File: config.mk
export PLATFORM = sky130hd
export DESIGN_NAME = uart_pkt_fifo
export DESIGN_NICKNAME = d
export VERILOG_FILES = /design/src/rtl/uart_pkt_fifo.sv
export SDC_FILE = /design/constraint.sdc
export NUM_CORES = 1
export LEC_CHECK = 0
export ABC_AREA = 0
export BUFFER_PORTS_ARGS = -buffer_cell sky130_fd_sc_hd__buf_2
export CORE_MARGIN = 3
export CORE_UTILIZATION = 50
export CTS_BUF_LIST = sky130_fd_sc_hd__clkbuf_8
export DETAILED_ROUTE_END_ITERATION = 10
export PLACE_DENSITY = 0.79
export SKIP_CTS_REPAIR_TIMING = 1
export SYNTH_ARGS = -nofsm -noshare
export SYNTH_HDL_FRONTEND = slang
export SYNTH_SLANG_ARGS = --single-unit
File: constraint.sdc
create_clock -name clk_19k2 -period 2.69 [get_ports clk_19k2]
set_input_delay 0.1345 -clock clk_19k2 [delete_from_list [all_inputs] [get_ports clk_19k2]]
set_output_delay 0.1345 -clock clk_19k2 [all_outputs]
set_load 0.1 [all_outputs]
File: src/rtl/uart_pkt_fifo.sv
// uart_pkt_fifo: captures one 5-byte packet per read_ready high period from
// uart_rx and queues it in a show-ahead packet FIFO. A packet that arrives
// while the FIFO is full is dropped. Each drop sets a sticky overflow flag
// and increments a saturating drop counter.
// Optional feature macro: UART_PKT_CHECKSUM_EN. When it is defined, a packet
// is accepted only if byte4 equals the XOR of byte0..byte3. A packet that
// fails this check is discarded and csum_err pulses for one cycle.
//
// state    | meaning
// WAIT_LOW | after reset; read_ready must be seen low before the first capture
// ARMED    | ready; the next high read_ready pushes one packet
// HELD     | packet taken; waiting for read_ready to fall
module uart_pkt_fifo #(
  parameter int DEPTH = 4
) (
  input  logic        clk_19k2,
  input  logic        rst,
  input  logic        read_ready,
  input  logic [7:0]  byte0,
  input  logic [7:0]  byte1,
  input  logic [7:0]  byte2,
  input  logic [7:0]  byte3,
  input  logic [7:0]  byte4,
  input  logic        pkt_ready,
  input  logic        clr_ovf,
  output logic        pkt_valid,
  output logic [39:0] pkt_data,
  output logic [4:0]  count,
  output logic        overflow,
  output logic [7:0]  drop_count,
  output logic        csum_err
);

  localparam int AW = (DEPTH > 1) ? $clog2(DEPTH) : 1;

  typedef enum logic [1:0] {
    WAIT_LOW = 2'd0,
    ARMED    = 2'd1,
    HELD     = 2'd2
  } state_t;

  state_t          state_q, state_d;
  logic [AW-1:0]   wr_ptr_q, wr_ptr_d;
  logic [AW-1:0]   rd_ptr_q, rd_ptr_d;
  logic [4:0]      count_q, count_d;
  logic            pkt_valid_q, pkt_valid_d;
  logic            overflow_q, overflow_d;
  logic [7:0]      drop_count_q, drop_count_d;
  logic [39:0]     mem_q [DEPTH];
  logic [39:0]     mem_d [DEPTH];

  logic            push_req;
  logic            csum_ok;
  logic            full;
  logic            pop;
  logic            wr_en;
  logic            drop;
  logic [39:0]     push_data;

  assign push_data = {byte4, byte3, byte2, byte1, byte0};
  assign push_req  = (state_q == ARMED) && read_ready;
  assign full      = (count_q == 5'(DEPTH));
  assign pop       = pkt_valid_q && pkt_ready;
  assign wr_en     = push_req && csum_ok && (!full || pop);
  assign drop      = push_req && csum_ok && full && !pop;

`ifdef UART_PKT_CHECKSUM_EN
  logic csum_err_q, csum_err_d;

  assign csum_ok    = (byte4 == (byte0 ^ byte1 ^ byte2 ^ byte3));
  assign csum_err_d = push_req && !csum_ok;
  assign csum_err   = csum_err_q;

  // Registered one-cycle pulse for a packet rejected by the checksum check
  always_ff @(posedge clk_19k2 or negedge rst) begin
    if (!rst) csum_err_q <= 1'b0;
    else      csum_err_q <= csum_err_d;
  end
`else
  assign csum_ok  = 1'b1;
  assign csum_err = 1'b0;
`endif

  // Capture FSM next state: a single high level on read_ready gives one push request
  always_comb begin
    state_d = state_q;
    unique case (state_q)
      WAIT_LOW: if (!read_ready) state_d = ARMED;
      ARMED:    if (read_ready)  state_d = HELD;
      HELD:     if (!read_ready) state_d = ARMED;
      default:  state_d = WAIT_LOW;
    endcase
  end

  // FIFO pointers, occupancy, storage, and overflow bookkeeping
  always_comb begin
    wr_ptr_d     = wr_ptr_q;
    rd_ptr_d     = rd_ptr_q;
    count_d      = count_q;
    overflow_d   = overflow_q;
    drop_count_d = drop_count_q;
    for (int i = 0; i < DEPTH; i++) mem_d[i] = mem_q[i];

    if (wr_en) begin
      mem_d[wr_ptr_q] = push_data;
      wr_ptr_d = (wr_ptr_q == AW'(DEPTH - 1)) ? '0 : wr_ptr_q + 1'b1;
    end
    if (pop) begin
      rd_ptr_d = (rd_ptr_q == AW'(DEPTH - 1)) ? '0 : rd_ptr_q + 1'b1;
    end
    unique case ({wr_en, pop})
      2'b10:   count_d = count_q + 5'd1;
      2'b01:   count_d = count_q - 5'd1;
      default: count_d = count_q;
    endcase

    // A drop in the same cycle as clr_ovf counts as the first drop after the clear
    if (clr_ovf) begin
      overflow_d   = drop;
      drop_count_d = drop ? 8'd1 : 8'd0;
    end else if (drop) begin
      overflow_d = 1'b1;
      if (drop_count_q != 8'hFF) drop_count_d = drop_count_q + 8'd1;
    end

    pkt_valid_d = (count_d != 5'd0);
  end

  // State and datapath registers; reset discards every stored packet
  always_ff @(posedge clk_19k2 or negedge rst) begin
    if (!rst) begin
      state_q      <= WAIT_LOW;
      wr_ptr_q     <= '0;
      rd_ptr_q     <= '0;
      count_q      <= 5'd0;
      pkt_valid_q  <= 1'b0;
      overflow_q   <= 1'b0;
      drop_count_q <= 8'd0;
      for (int i = 0; i < DEPTH; i++) mem_q[i] <= 40'd0;
    end else begin
      state_q      <= state_d;
      wr_ptr_q     <= wr_ptr_d;
      rd_ptr_q     <= rd_ptr_d;
      count_q      <= count_d;
      pkt_valid_q  <= pkt_valid_d;
      overflow_q   <= overflow_d;
      drop_count_q <= drop_count_d;
      for (int i = 0; i < DEPTH; i++) mem_q[i] <= mem_d[i];
    end
  end

  assign pkt_valid  = pkt_valid_q;
  assign pkt_data   = mem_q[rd_ptr_q];
  assign count      = count_q;
  assign overflow   = overflow_q;
  assign drop_count = drop_count_q;

endmodule

==> run summary <==
Worst path bufs/invs - 1
Slew @ Worst Pin - 0.637 ns
Sequential fraction of the synthesis area - 55.9%
Most frequent CP cell - or3_1
RSZ-0062 raised after global routing - true
Worst Slack Setup Final - 0.0795 ns
Vias in the first global route - 5050
Pre-CTS WS - -0.0110 ns
Critical path, cell by cell - nand3b_1 > a31oi_4 > inv_2 > ha_4 > xor2_2 > ha_2 > a21oi_2 > mux2i_1 > xnor2_1 > or3_1 > or3_1
Yosys top cell area share - 55.9%
Synth area leaders - dfrtp_1 56%, mux2_2 23%, mux4_2 11%
Most numerous cell in the Yosys netlist - dfrtp_1
Clk_lat worst skew - 0.45 ns
Clock sink count - 181
Post-DP HPWL - 10.2 mm
Fmax - 383 MHz
Area delta synth->final - 20.7%
Number of flops mapped to enable cells by yosys - 0
Yosys top cell by area - dfrtp_1
Unique masters post-synth - 41
Cell Area, Synth - 8110 um2
DRC viols - 0
Die X - 133 um
Pre-antenna DRT Iters - 6
Async set-reset flop share out of synthesis - 100%
Final hold vios - 0
Crit path kind - reg -> reg
Seq cells post-synth - 181
Final worst-path cycle share - 97.0%
Tmin final - 2.61 ns
Clock Pin Slew Worst Setup and Hold Paths - 0.09 ns
Die height - 133 um
WL per Instance - 18.2 um
DRT Wirelength - 16.0 mm
Via count - 4784
Setup TNS - 0 ns
CTS H-tree depth - 4
Post-Syn Area per Cell - 16.1 um2
Outcome - finished clean
CP max stage cell - dfrtp_1
Max-cap violation count - 0
Layout cell share with drive strength beyond 1 - 56.0%
Setup-failing EPs final - 0
CTS tree - yes
Antenna violations before repair - 0
Mapped Nets - 558
Core footprint - 15500 um2
Hold Path Class - in -> async
Row cnt - 45
Placer Congestion - 0.794
Relative slew slack - 57.5%
Ys Warns - 0
Largest net degree at the start of global routing - 61
Boundary Pins - 101
Setup crit start kind - register
Placed instance count - 801
Global-route wire length before repair - 25.8 mm
Diodes inserted - 0
Tot GR Track Use - 18.5%
Most frequent cells after synthesis - 181 x dfrtp_1, 162 x mux2_2, 40 x mux4_2, 17 x buf_4, 12 x nand2_1
Arrival time at the worst endpoint - 2.94 ns
Final ANT Viol Nets - 0
Buffers on Ports - 99
Top_reg_cell synth - dfrtp_1
Clock buffer depth - 2
Crit path capture type - register
Clock Skews - 0.0134 ns
Crit-path max FO - 6
Syn Inst Count - 504
Root buffer cell - clkbuf_8
Slew Viols, Final - 0
Crit-path max cell delay - 0.41 ns
Critical path required time - 3.02 ns
Cell Count, Final, Fillers Out - 879
Nets - 710
CP top delay family - simple AND/OR/NAND/NOR gates
Grt total ovfl - 0
DR iter-0 viols - 165
Via-to-Cell Ratio - 5.44
Starting Density - 52.2%
Die area - 17800 um2
Num CTS Buffers - 17
layout by cell type, fill, tap and decap left out, drive strengths merged, types with 2 or more instances in the layout:
| cell type | instances |
|---|---|
| a21oi | 4 |
| buf | 120 |
| bufinv | 3 |
| clkbuf | 18 |
| clkinv | 3 |
| clkinvlp | 2 |
| dfrtp | 181 |
| dlygate4sd3 | 43 |
| ha | 9 |
| inv | 13 |
| mux2 | 162 |
| mux2i | 3 |
| mux4 | 40 |
| nand2 | 12 |
| nand3 | 3 |
| nand3b | 2 |
| nor2 | 8 |
| nor3 | 4 |
| nor3b | 2 |
| nor4 | 2 |
| o21ai | 6 |
| or3 | 3 |
| xnor2 | 7 |
| xor2 | 3 |
final cells by class:
class                      instances  area (um2)
inverter                           8        30.0
fill                            1125        5760
multi-input combinational        285        3380
sequential                       181        4550
timing repair buffer             163        1160
tap                              211         264
clock inverter                    13         146
clock buffer                      18         248
metrics by stage:
| step | hold WS [ns] | util, % | instance area [um2] |
|---|---|---|---|
| global route | 0.231 | 63.0 | 9780 |
| finish | 0.232 | 63.0 | 9780 |
| floorplan | -0.161 | - | 8140 |
| detailed placement | 0.149 | 57.4 | 8920 |
| global placement | 0.134 | 57.4 | 8920 |
| CTS | -0.351 | 60.0 | 9320 |
cell families after synthesis:
logic type | after synthesis | synth area share (%)
multiplexers | 205 | 34.0
flip-flops | 181 | 55.9
AND/OR/NAND/NOR | 42 | 3.20
buffers and inverters | 38 | 2.79
AO/OA/AOI/OAI | 18 | 1.62
XOR/XNOR | 10 | 1.08
adder cells (fa/ha/maj) | 9 | 1.39
other | 1 | 0.0463
worst reg2reg max path, stage by stage, from the launching register on:
cell and delay [ns]:
dfrtp_1 0.41, nand3b_1 0.24, a31oi_4 0.19, inv_2 0.07
ha_4 0.18, xor2_2 0.14, ha_2 0.21, a21oi_2 0.12
mux2i_1 0.22, xnor2_1 0.10, or3_1 0.31, or3_1 0.31
path summary, 6_finish.rpt:
kind                                        start                       to  slack, ns  depth (start not counted)
hold reg to reg             mem_q[28]$_DFFE_PN0P_    mem_q[28]$_DFFE_PN0P_       0.51                          1
setup reg to reg           state_q[1]$_DFFE_PN0P_      pkt_valid$_DFF_PN0_       0.08                         11
setup / recovery           state_q[1]$_DFFE_PN0P_      pkt_valid$_DFF_PN0_       0.08                         11
max in group asynchronous                     rst    mem_q[53]$_DFFE_PN0P_       1.72                          3
hold / removal                                rst   mem_q[147]$_DFFE_PN0P_       0.23                          2
min in group clk_19k2                   pkt_ready  rd_ptr_q[0]$_DFFE_PN0P_       0.24                          4
per-layer routing:
metal | share of wire [%] | GRT usage [%] | vias up
met5 | 0 | 0 | -
met1 | 42 | 23.3 | 2527
li1 | - | - | 2153
met3 | 5.2 | 6.27 | 15
met4 | 0.94 | 4.80 | 0
met2 | 52 | 31.0 | 89
sequential cells by signal, summed over array words and instances (netlist names):
register	count
overflow	1
mem_q	160
state_q	2
rd_ptr_q	2
count	5
drop_count	8
wr_ptr_q	2
pkt_valid	1
Power is left out: the tool's default activity adds up to more than one toggle a clock period on the data nets, which glitch-free logic cannot reach.
